File: config.mk
export PLATFORM = sky130hd
export DESIGN_NAME = signal_light_monitor
export DESIGN_NICKNAME = d
export VERILOG_FILES = /design/src/rtl/signal_light_pkg.sv /design/src/rtl/signal_light_decode.sv /design/src/rtl/signal_light_monitor.sv
export SDC_FILE = /design/constraint.sdc
export NUM_CORES = 1
export LEC_CHECK = 0
export CORE_MARGIN = 2
export CORE_UTILIZATION = 45
export CTS_CLUSTER_SIZE = 25
export DETAILED_ROUTE_END_ITERATION = 8
export GPL_ROUTABILITY_DRIVEN = 1
export PLACE_DENSITY = 0.79
export REMOVE_ABC_BUFFERS = 1
export SLEW_MARGIN = 20
export SYNTH_ARGS = -nofsm -noshare
export SYNTH_HDL_FRONTEND = slang
export SYNTH_SLANG_ARGS = --single-unit
File: constraint.sdc
create_clock -name clk -period 4.2 [get_ports clk]
set_input_delay 1.26 -clock clk [delete_from_list [all_inputs] [get_ports clk]]
set_output_delay 1.26 -clock clk [all_outputs]
set_load 0.02 [all_outputs]
File: src/rtl/signal_light_pkg.sv
// Shared definitions for the traffic-light monitor: lamp bit positions, phase encoding and widths.
package signal_light_pkg;

    localparam int RED = 2;
    localparam int YEL = 1;
    localparam int GRN = 0;

    localparam int DUR_W = 6;
    localparam int CNT_W = 8;

    typedef enum logic [2:0] {
        SYNC   = 3'd0,
        P_G1R2 = 3'd1,
        P_Y1R2 = 3'd2,
        P_R1G2 = 3'd3,
        P_R1Y2 = 3'd4
    } phase_t;

    // Legal rotation: G1R2 -> Y1R2 -> R1G2 -> R1Y2 -> G1R2.
    function automatic phase_t next_phase(input phase_t p);
        case (p)
            P_G1R2:  return P_Y1R2;
            P_Y1R2:  return P_R1G2;
            P_R1G2:  return P_R1Y2;
            P_R1Y2:  return P_G1R2;
            default: return SYNC;
        endcase
    endfunction

    function automatic logic is_onehot3(input logic [2:0] v);
        return (v == 3'b001) || (v == 3'b010) || (v == 3'b100);
    endfunction

endpackage

File: src/rtl/signal_light_decode.sv
// Combinational classifier of one registered lamp pair into a legal phase or a single error class.
module signal_light_decode
    import signal_light_pkg::*;
(
    input  logic [2:0] l1,
    input  logic [2:0] l2,
    output logic       legal,
    output phase_t     phase_code,
    output logic       encode_err,
    output logic       confl_err,
    output logic       allred_err
);

    // Error classes are mutually exclusive, checked in priority order.
    always_comb begin
        legal      = 1'b0;
        phase_code = SYNC;
        encode_err = 1'b0;
        confl_err  = 1'b0;
        allred_err = 1'b0;
        if (!is_onehot3(l1) || !is_onehot3(l2)) begin
            encode_err = 1'b1;
        end else if (!l1[RED] && !l2[RED]) begin
            confl_err = 1'b1;
        end else if (l1[RED] && l2[RED]) begin
            allred_err = 1'b1;
        end else begin
            legal = 1'b1;
            if (l2[RED]) begin
                phase_code = l1[GRN] ? P_G1R2 : P_Y1R2;
            end else begin
                phase_code = l2[GRN] ? P_R1G2 : P_R1Y2;
            end
        end
    end

endmodule

File: src/rtl/signal_light_monitor.sv
// Passive watchdog for the two-road lamp interface: tracks phase and run length, flags
// encoding, conflict, sequence and timing violations, and accumulates an error count.
module signal_light_monitor
    import signal_light_pkg::*;
#(
    parameter int GREEN_CYC  = 15,
    parameter int YELLOW_CYC = 5
) (
    input  logic             clk,
    input  logic             rst_n,
    input  logic [2:0]       light1,
    input  logic [2:0]       light2,
    input  logic             clr_err,
    output logic [2:0]       phase,
    output logic [DUR_W-1:0] dur,
    output logic             err_encode,
    output logic             err_confl,
    output logic             err_seq,
    output logic             err_time,
    output logic             err_sticky,
    output logic [CNT_W-1:0] err_cnt
);

    localparam logic [DUR_W-1:0] GREEN_REQ  = DUR_W'(GREEN_CYC);
    localparam logic [DUR_W-1:0] YELLOW_REQ = DUR_W'(YELLOW_CYC);
    localparam logic [DUR_W-1:0] DUR_MAX    = {DUR_W{1'b1}};
    localparam logic [CNT_W-1:0] CNT_MAX    = {CNT_W{1'b1}};

    logic [2:0]       l1_q, l2_q;
    logic             primed_q;
    phase_t           phase_q, phase_n;
    logic [DUR_W-1:0] dur_q, dur_n;
    logic             timed_out_q, timed_out_n;
    logic             sync_seen_q, sync_seen_n;
    phase_t           sync_ref_q, sync_ref_n;
    logic             enc_q, enc_n, confl_q, confl_n, seq_q, seq_n, time_q, time_n;
    logic             sticky_q, sticky_n;
    logic [CNT_W-1:0] cnt_q, cnt_n;
    logic             any_err_n;
    logic [DUR_W-1:0] req_cur;

    logic   dec_legal, dec_enc, dec_confl, dec_allred;
    phase_t dec_phase;

    // The reset value of the input registers is not a real observation of the lamps, so
    // classification waits until one sampled value has been captured (primed_q).
    always_ff @(posedge clk or negedge rst_n) begin
        if (!rst_n) begin
            l1_q     <= 3'b100;
            l2_q     <= 3'b100;
            primed_q <= 1'b0;
        end else begin
            l1_q     <= light1;
            l2_q     <= light2;
            primed_q <= 1'b1;
        end
    end

    signal_light_decode u_decode (
        .l1         (l1_q),
        .l2         (l2_q),
        .legal      (dec_legal),
        .phase_code (dec_phase),
        .encode_err (dec_enc),
        .confl_err  (dec_confl),
        .allred_err (dec_allred)
    );

    assign req_cur = ((phase_q == P_Y1R2) || (phase_q == P_R1Y2)) ? YELLOW_REQ : GREEN_REQ;

    // Phase/duration FSM; in SYNC, sync_ref_q remembers the legal phase seen first so that
    // only a change to a different legal phase arms the checks.
    always_comb begin
        phase_n     = phase_q;
        dur_n       = dur_q;
        timed_out_n = timed_out_q;
        sync_seen_n = sync_seen_q;
        sync_ref_n  = sync_ref_q;
        enc_n       = 1'b0;
        confl_n     = 1'b0;
        seq_n       = 1'b0;
        time_n      = 1'b0;
        if (primed_q) begin
            if (dec_enc || dec_confl || dec_allred) begin
                enc_n       = dec_enc;
                confl_n     = dec_confl;
                seq_n       = dec_allred;
                phase_n     = SYNC;
                dur_n       = '0;
                timed_out_n = 1'b0;
                sync_seen_n = 1'b0;
            end else if (dec_legal && (phase_q == SYNC)) begin
                if (sync_seen_q && (dec_phase != sync_ref_q)) begin
                    phase_n     = dec_phase;
                    dur_n       = DUR_W'(1);
                    timed_out_n = 1'b0;
                    sync_seen_n = 1'b0;
                end else begin
                    sync_seen_n = 1'b1;
                    sync_ref_n  = dec_phase;
                    dur_n       = '0;
                end
            end else if (dec_legal && (dec_phase == phase_q)) begin
                dur_n = (dur_q == DUR_MAX) ? dur_q : dur_q + DUR_W'(1);
                if ((dur_q == req_cur) && !timed_out_q) begin
                    time_n      = 1'b1;
                    timed_out_n = 1'b1;
                end
            end else if (dec_legal) begin
                seq_n       = (dec_phase != next_phase(phase_q));
                time_n      = (dur_q < req_cur) && !timed_out_q;
                phase_n     = dec_phase;
                dur_n       = DUR_W'(1);
                timed_out_n = 1'b0;
            end
        end
    end

    // An error in the same cycle as clr_err wins: the count restarts at 1.
    always_comb begin
        any_err_n = enc_n | confl_n | seq_n | time_n;
        sticky_n  = sticky_q;
        cnt_n     = cnt_q;
        if (any_err_n) begin
            sticky_n = 1'b1;
            if (clr_err) begin
                cnt_n = CNT_W'(1);
            end else if (cnt_q != CNT_MAX) begin
                cnt_n = cnt_q + CNT_W'(1);
            end
        end else if (clr_err) begin
            sticky_n = 1'b0;
            cnt_n    = '0;
        end
    end

    always_ff @(posedge clk or negedge rst_n) begin
        if (!rst_n) begin
            phase_q     <= SYNC;
            dur_q       <= '0;
            timed_out_q <= 1'b0;
            sync_seen_q <= 1'b0;
            sync_ref_q  <= SYNC;
            enc_q       <= 1'b0;
            confl_q     <= 1'b0;
            seq_q       <= 1'b0;
            time_q      <= 1'b0;
            sticky_q    <= 1'b0;
            cnt_q       <= '0;
        end else begin
            phase_q     <= phase_n;
            dur_q       <= dur_n;
            timed_out_q <= timed_out_n;
            sync_seen_q <= sync_seen_n;
            sync_ref_q  <= sync_ref_n;
            enc_q       <= enc_n;
            confl_q     <= confl_n;
            seq_q       <= seq_n;
            time_q      <= time_n;
            sticky_q    <= sticky_n;
            cnt_q       <= cnt_n;
        end
    end

    assign phase      = phase_q;
    assign dur        = dur_q;
    assign err_encode = enc_q;
    assign err_confl  = confl_q;
    assign err_seq    = seq_q;
    assign err_time   = time_q;
    assign err_sticky = sticky_q;
    assign err_cnt    = cnt_q;

endmodule

# --- Word-level counts from Yosys, hierarchy flattened ---
# Index checks and enable logic that the tools add are counted.
# W data, S select, Z words.
word_totals:
  regBits: 34
  out_inout_bits: 22
  wordCells: 137
op_classes:
  addsub: 2
  magnitude_cmp: 1
  eq_ne: 20
  muxes: 63
  bitwise_logic: 5
  n_reduce_logical: 32
op_table:
  columns: ["op", "n"]
  rows:
  - ["$mux W3", 15]
  - ["$mux W1", 36]
  - ["$mux W8", 4]
  - ["$mux W6", 5]
  - ["$eq A3 B2 Y1 const B", 4]
  - ["$pmux W3 S4", 1]
  - ["$reduce_and A4 Y1", 3]
  - ["$eq A3 B1 Y1 const B", 3]
  - ["$eq A3 B3 Y1 const B", 3]
  - ["$add A8 B1 Y8 const B", 1]
  - ["$logic_or A1 B1 Y1", 8]
  - ["$ne A8 B8 Y1 const B", 1]
  - ["$logic_and A1 B1 Y1", 7]
  - ["$add A6 B1 Y6 const B", 1]
  - ["$eq A6 B4 Y1", 1]
  - ["$eq A6 B6 Y1 const B", 1]
  - ["$lt A6 B4 Y1", 1]
  - ["$ne A3 B3 Y1", 2]
  - ["$reduce_bool A2 Y1", 3]
  - ["$logic_not A1 Y1", 5]
  - ["$mux W4", 1]
  - ["$ne A4 B3 Y1 const B", 1]
  - ["$ne A4 B4 Y1 const B", 1]
  - ["$reduce_and A2 Y1", 2]
  - ["other kinds (10)", 13]

# --- Depth between registers and ports, before layout ---
# Gate-level depths: netlist of run 1.
depth:
  depth_word: 22
  mapped_depth: 13
  ltp_nobuf: 11

# --- Cells and area by module ---
# Synthesis of run 1 repeated with hierarchy kept, for this count alone.
unflattened:
  hier_cells: 214
  hier_area_um2: 2054.5
by_module_without_submodules:
  columns: ["mod", "n_inst", "cells_each", "area_each_um2"]
  rows:
  - ["signal_light_monitor", 1, 185, 1866.8]
  - ["signal_light_decode", 1, 29, 187.7]

# --- Least setup slack after synthesis of run 1 ---
# Ideal clock, no wire load.
synth_timing:
  path_kind: "reg2reg"
  startpoint: "register l2_q[2]"
  endpoint: "register cnt_q[7], in the netlist err_cnt[7]"
  arrival_time_ns: 2.888
  path_slack_ns: 1.234
  path_stages_with_launch: 12
  path_buffers: 1
  period_less_slack_ns: 2.966
  cell_sequence: "dfstp_2 -> buf_6 -> inv_1 -> ha_1 -> or2_1 -> o21ai_0 -> o311a_2 -> nand4b_1 -> o311ai_1 -> o311a_1 -> or4_1 -> a21oi_1"
synth_via:
  elab_chain_cells: 16
  word_cells_on_any_way: 49
  cone_classes: "5 x eq/ne; 28 x mux; 3 x bitwise; 13 x reduce/logical"
synth_lines:
  columns: ["item", "line", "text"]
  rows:
  - ["from (decl)", "signal_light_monitor.sv:29", "logic [2:0] l1_q, l2_q;"]
  - ["from (signal assigned)", "signal_light_monitor.sv:54", "l2_q <= light2;"]
  - ["$eq A3 B1 Y1 or $eq A3 B2 Y1 (tied branches)", "signal_light_pkg.sv:31", "return (v == 3'b001) || (v == 3'b010) || (v == 3'b100);"]
  - ["$logic_or A1 B1 Y1 (2 in series)", "signal_light_pkg.sv:31", null]
  - ["$logic_not A1 Y1", "signal_light_decode.sv:21", "if (!is_onehot3(l1) || !is_onehot3(l2)) begin"]
  - ["$logic_or A1 B1 Y1", "signal_light_decode.sv:21", null]
  - ["$mux W3", "signal_light_decode.sv:21", null]
  - ["$ne A3 B3 Y1 or $eq A3 B3 Y1 (tied branches)", "signal_light_monitor.sv:110, signal_light_monitor.sv:103", null]
  - ["$mux W1 or $logic_and A1 B1 Y1 (tied branches)", "signal_light_monitor.sv:109, signal_light_monitor.sv:103", null]
  - ["$mux W1", "signal_light_monitor.sv:103", "end else if (dec_legal && (dec_phase == phase_q)) begin"]
  - ["$mux W1", "signal_light_monitor.sv:92", "end else if (dec_legal && (phase_q == SYNC)) begin"]
  - ["$mux W1", "signal_light_monitor.sv:84", "if (dec_enc || dec_confl || dec_allred) begin"]
  - ["$mux W1", "signal_light_monitor.sv:83", "if (primed_q) begin"]
  - ["$or A1 B1 Y1", "signal_light_monitor.sv:121", "any_err_n = enc_n | confl_n | seq_n | time_n;"]
  - ["$or A1 B1 Y1 *", "signal_light_monitor.sv:121", null]
  - ["$reduce_bool A2 Y1 (no line)", null, null]
  - ["$reduce_and A2 Y1 (no line)", null, null]
  - ["to (signal assigned)", "signal_light_monitor.sv:161", "cnt_q <= cnt_n;"]
  - ["to (decl)", "signal_light_monitor.sv:38", "logic [CNT_W-1:0] cnt_q, cnt_n;"]
# Every way passes the cells marked *; elsewhere a longest branch is shown, timed or not.
# A chain may end at the register's enable or synchronous reset.

# --- Worst setup path in the final report of run 1 ---
# Ends and elaborated chain as after synthesis.

==> results of run 1 <==
-- power by group through the flow --
| stage | logic [mW] | clock network, mW | registers (mW) |
|---|---|---|---|
| after global placement | 0.106 | 0 | 0.361 |
| after floorplan | 0.0561 | 0 | 0.365 |
| after global routing | 0.120 | 0.265 | 0.358 |
| after CTS | 0.108 | 0.252 | 0.355 |
| final | 0.107 | 0.244 | 0.356 |
| after detailed placement | 0.107 | 0 | 0.361 |
-- through the flow --
stage | power (mW) | utilization [%]
global placement | 0.4668 | 54.28
global route | 0.7428 | 56.32
floorplan | 0.4216 | -
detailed placement | 0.4686 | 54.28
CTS | 0.7154 | 56.32
finish | 0.7066 | 56.32
-- routing by layer --
metal,vias up,routed length (um)
met1,867,2155
met4,0,41
met3,4,262
met5,-,0
met2,54,2159
li1,885,-
-- critical path: cells and delay by family, from the launching register on --
family                     cells  cell delay, ns
and+or+nand+nor                4            1.22
adders and majority gates      1            0.27
buffers and inverters          1            0.07
DFF                            1            0.68
AOI/OAI and AO/OA              4            1.06
-- layout make-up --
class,count,area [um^2],area share (%)
multi-input cells,174,1136,45.70
flip-flops and latches,34,853.3,34.32
repair buffers,31,307.8,12.38
clock buffers,8,90.09,3.624
well taps,52,65.06,2.617
inverters,9,33.78,1.359
-- cell families after synthesis --
family	Yosys count	share of synthesized area [%]
simple gates	96	25.33
compound gates	53	16.65
flops	34	40.84
buf+inv	19	4.790
xor+xnor	9	3.772
mux	8	4.252
fa+ha+maj	7	4.191
other cells	1	0.1795
-- registers in the layout, summed over array words and instances, names as in the netlist, 3 cells and up --
signal,count
l2_q,3
dur,6
err_cnt,8
sync_ref_q,3
phase,3
l1_q,3
-- worst min path at each step --
stage / startpoint / endpoint / slack [ns] / cells past startpoint
after floorplan: sync_seen_q / sync_seen_q / 0.47 / 2
after global routing: sync_seen_q / sync_seen_q / 0.59 / 2
after detailed placement: sync_seen_q / sync_seen_q / 0.51 / 2
after global placement: sync_seen_q / sync_seen_q / 0.50 / 2
after CTS: sync_seen_q / sync_seen_q / 0.54 / 2
final: sync_seen_q / sync_seen_q / 0.53 / 2
-- synth_stat cells, types with 3 or more instances --
master    count  area share (%)
nor2b_1       4             1.2
inv_1         9             1.6
xor2_1        4             1.7
buf_4         3             1.1
o21ai_0      14             3.4
and3_1        7             2.1
and2_1        4             1.2
a31oi_1       3            0.90
clkbuf_1      3            0.54
nand3_1       9             2.2
nand2b_1      5             1.5
xnor2_1       5             2.1
o211ai_1      4             1.4
nor3_1        9             2.2
or3_1         3            0.90
a21oi_1      11             2.6
nor2_1       20             3.6
nand2_1      14             2.5
dfrtp_1      32              38
mux2_2        7             3.8
nand4_1       4             1.2
ha_1          7             4.2
==> qor.csv, run 1 <==
metric,value,unit
layout_worst_path_cycle_share,79.96,%
grt_use_total,19.25,%
die_h,72.14,um
cts_tree,built,
place_area,2396,um^2
cp_slowest_cell,dfstp_2,
clk_transition_reported_paths,0.07,ns
grt_overflow,0,
hold_buffers,0,
crit_end,err_cnt[7],
reg2reg_slack,0.84,ns
syn_inst,227,
syn_area,2090,um^2
die_area,5204,um^2
fin_crit,3.358,ns
hold_path.class,flip-flop to flip-flop,
grt_pass1_vias,1718,
drt_pass1_iterations,5,
gr-usage-met2,29.87,%
finalHoldViolCount,0,
cts_buffers,5,
setup_viol,0,
p_int,519.6,uW
grt_pass1_wl,7.859,mm
dp_hpwl,3.394,mm
seqPwrFrac,50.3,%
synth_flop_cell,dfrtp_1,
num-nets-final,271,
slowest_delay,0.68,ns
comb_power_share,15.2,%
drt_wl_total,4.619,mm
placed_cells,300,
endpoint_kind,flip-flop,
final.setup.tns,0,ns
fin_skew,0.008792,ns
tightestPinTransition,0.7654,ns
wl_per_cell,15.00,um
slew_viol_final,0,
p_leak,1.068,nW
gr-usage-met3,4.028,%
synth_warnings,0,
drv_cap,0,
ys_seq_area_share,40.84,%
outcome,finished clean,
area_growth,18.98,%
remaining_drc_errors,0,
ant_nets,0,
p_sw,187.0,uW
die_w,72.14,um
io_pins,31,
worst_slack,0.8418,ns
antenna_found_initial,0,
critical_path_class,flip-flop to flip-flop,
vias_per_cell,5.877,
cp.arrival,3.57,ns
clockBufferDepth,2,
crit_path_start_kind,flip-flop,
path_max_fanout,16,
switching_share,26.47,%
clock-sinks,34,
gp_congestion,0.8790,
final_common_cell,dfrtp_1,
timing.fmax,297.8,MHz
vias,1810,
grt_max_degree,35,
fillers,398,
drtIter0Drc,108,
power.density,284.2,nW/um^2
root_buffer,clkbuf_8,
rsz0062_at_grt,no,
yosysUniqueCellTypes,59,
instances_no_fill,308,
critPathRequiredTime,4.41,ns
pre_cts_ws,0.8573,ns
postCtsSetupBuffers,0,
fp.coreArea,4414,um^2
insertion_delay,0.29,ns
drive_gt1_share,10.16,%
rr_worst_depth,10,
path_cells,inv_1 -> ha_1 -> or2_1 -> nor3_1 -> nand2_1 -> a32oi_1 -> o311ai_1 -> o311a_1 -> or4_1 -> a21oi_1,
start_util,47.34,%
diodes,0,
htree_levels,2,
r2r_start,l2_q[2],
synth_edf_count,0,
cp-startpoint,l2_q[2],
whs,0.5325,ns
final_cell_mix,"dfrtp_1 (32), clkdlybuf4s50_1 (30), nor2_1 (20)",
r2r_end,err_cnt[7],
global_route.peak_usage_layer,met2,
synthArstFlopShare,100.0,%
syn-mean-instance-area,9.205,um^2
synth-seq-cells,34,
maxSlewHeadroom,48.33,%
portBuffers,30,
cts_resized,0,
pwr-share-clk,34.5,%
globalRouteMet1Util,26.16,%
rows,24,
final_area,2486,um^2
ir_drop,0.2286,mV
Power figures use the tool's default switching activity.
==> run 2: changes to the inputs <==
==> constraint.sdc (replaced) <==
create_clock -name clk -period 3.2 [get_ports clk]
set_input_delay 0.96 -clock clk [delete_from_list [all_inputs] [get_ports clk]]
set_output_delay 0.96 -clock clk [all_outputs]
set_load 0.02 [all_outputs]
==> run 2 against run 1 <==
  * Sequential share of layout area shrank 1.3 points
  * Setup slack lost 0.64 ns
  * Via count grew 1.5%
  * Cell count grew 2.9%
  * Total power grew 33%
  * Design area grew 3.8%
  * Register-to-register slack lost 0.64 ns
  * Largest cell class unchanged
  * Largest power group unchanged
==> qor.csv, run 2 (synthesis gave the netlist of run 1 again) <==
metric,value,unit,change
wl_per_cell,15.49,um,+3.3%
clock-sinks,34,,unchanged
start_util,47.34,%,unchanged
critPathRequiredTime,3.40,ns,-1.01 ns
critical_path_class,flip-flop to flip-flop,,
maxSlewHeadroom,55.60,%,+7.3 points
num-nets-final,280,,+3.3%
area_growth,23.53,%,
clk_transition_reported_paths,0.07,ns,about the same
total_power,939.7,uW,+33%
setup_viol,0,,unchanged
remaining_drc_errors,0,,unchanged
ant_nets,0,,unchanged
layout_worst_path_cycle_share,93.71,%,+14 points
cts_tree,built,,
grt_pass1_vias,1736,,+1.0%
die_h,72.14,um,unchanged
fin_crit,2.999,ns,-0.3593 ns
final.setup.tns,0,ns,unchanged
slew_viol_final,0,,unchanged
final_util,58.48,%,+2.2 points
clockBufferDepth,2,,unchanged
vias_per_cell,5.795,,-1.4%
htree_levels,2,,unchanged
antenna_found_initial,0,,unchanged
rsz0062_at_grt,no,,
dp_hpwl,3.506,mm,+3.3%
diodes,0,,unchanged
largest_reg_flops,8,,unchanged
drtIter0Drc,125,,+16%
cp.arrival,3.20,ns,-0.37 ns
root_buffer,clkbuf_8,,
grt_max_degree,35,,unchanged
finalHoldViolCount,0,,unchanged
portBuffers,30,,unchanged
drt_pass1_iterations,4,,-1
outcome,finished clean,,
grt_pass1_wl,8.128,mm,+3.4%
crit_path_start_kind,flip-flop,,
hold_path.class,flip-flop to flip-flop,,
p_leak,1.128,nW,+5.6%
grt_overflow,0,,unchanged
rows,24,,unchanged
insertion_delay,0.28,ns,about the same
drv_cap,0,,unchanged
pre_cts_ws,0.02060,ns,-0.8367 ns
die_area,5204,um^2,unchanged
fin_skew,0.004337,ns,-0.004456 ns
vias,1837,,+1.5%
fp.coreArea,4414,um^2,unchanged
ir_drop,0.2394,mV,+4.7%
final_cell_mix,"dfrtp_1 (32), clkdlybuf4s50_1 (30), nor2_1 (20)",,
cts_buffers,5,,unchanged
endpoint_kind,flip-flop,,
drive_gt1_share,15.09,%,+4.9 points
timing.fmax,333.5,MHz,+12%
io_pins,31,,unchanged
tightestPinTransition,0.6577,ns,-0.1077 ns
worst_slack,0.2012,ns,-0.6407 ns
grt_use_total,20.04,%,+0.79 points
die_w,72.14,um,unchanged
path_max_fanout,7,,-9
drt_wl_total,4.910,mm,+6.3%
power.density,364.0,nW/um^2,+28%
final_common_cell,dfrtp_1,,
gp_congestion,0.9210,,+4.8%
[run 2: cell count changes in the layout (fill, tap and decap cells not counted), sizes merged]
cell	delta
clkinv	+1
buf	+9
clkbuf	-1
[run 2: cell type report]
| type | count | area, um^2 |
|---|---|---|
| inverters | 9 | 33.78 |
| multi-input cells | 174 | 1162 |
| repair buffers | 40 | 375.4 |
| well taps | 52 | 65.06 |
| clock inverters | 1 | 5.005 |
| clock buffers | 7 | 86.33 |
| fillers | 393 | 1833 |
| flip-flops and latches | 34 | 853.3 |
[run 2: critical path: stages, from the launching register on]
cell	delay, ns
dfstp_2	0.56
inv_1	0.05
ha_2	0.23
or2_4	0.28
o21ai_0	0.15
o311a_2	0.25
nand4b_1	0.15
o311ai_1	0.15
o311a_1	0.40
buf_4	0.18
or3b_1	0.38
a21oi_1	0.14
[run 2: path summary, 6_finish.rpt]
path                            start    endpoint  slack (ns)  cells past startpoint
setup / recovery              l1_q[2]  err_cnt[1]        0.20                     11
hold / removal             err_sticky  err_sticky        0.55                      2
setup reg to reg              l1_q[2]  err_cnt[1]        0.20                     11
hold reg to reg            err_sticky  err_sticky        0.55                      2
max in group asynchronous       rst_n     l2_q[2]        1.79                      2
min in group asynchronous       rst_n     l2_q[1]        1.08                      2
[run 2: power by group]
part           switching, mW  internal, mW  leakage, nW
clock                  0.146         0.173       0.0482
sequential            0.0199         0.444        0.448
combinational         0.0854        0.0708        0.632
[run 2: per-layer routing]
layer	global-route usage, %	share of wire (%)	up-vias
met5	0	0	-
met4	6.918	1.3	0
met3	4.861	5.0	6
met2	30.68	48	55
met1	27.87	46	882
li1	-	-	894
[run 2: metrics by stage]
step	hold WS [ns]	std cells	cell area, um^2
after CTS	0.5550	314	2532
final	0.5482	317	2581
after detailed placement	0.5403	306	2441
after floorplan	0.4718	217	2023
after global placement	0.5184	306	2441
after global routing	0.5639	317	2581
[run 2: what timing repair did]
| action | 4_1_cts | 5_1_grt |
|---|---|---|
| hold buffers | 0 | 0 |
| resized for setup | 0 | 5 |
| buffers inserted | 0 | 3 |
| hold endpoints to repair | 0 | 0 |
| endpoints found under the setup margin | 0 | 12 |
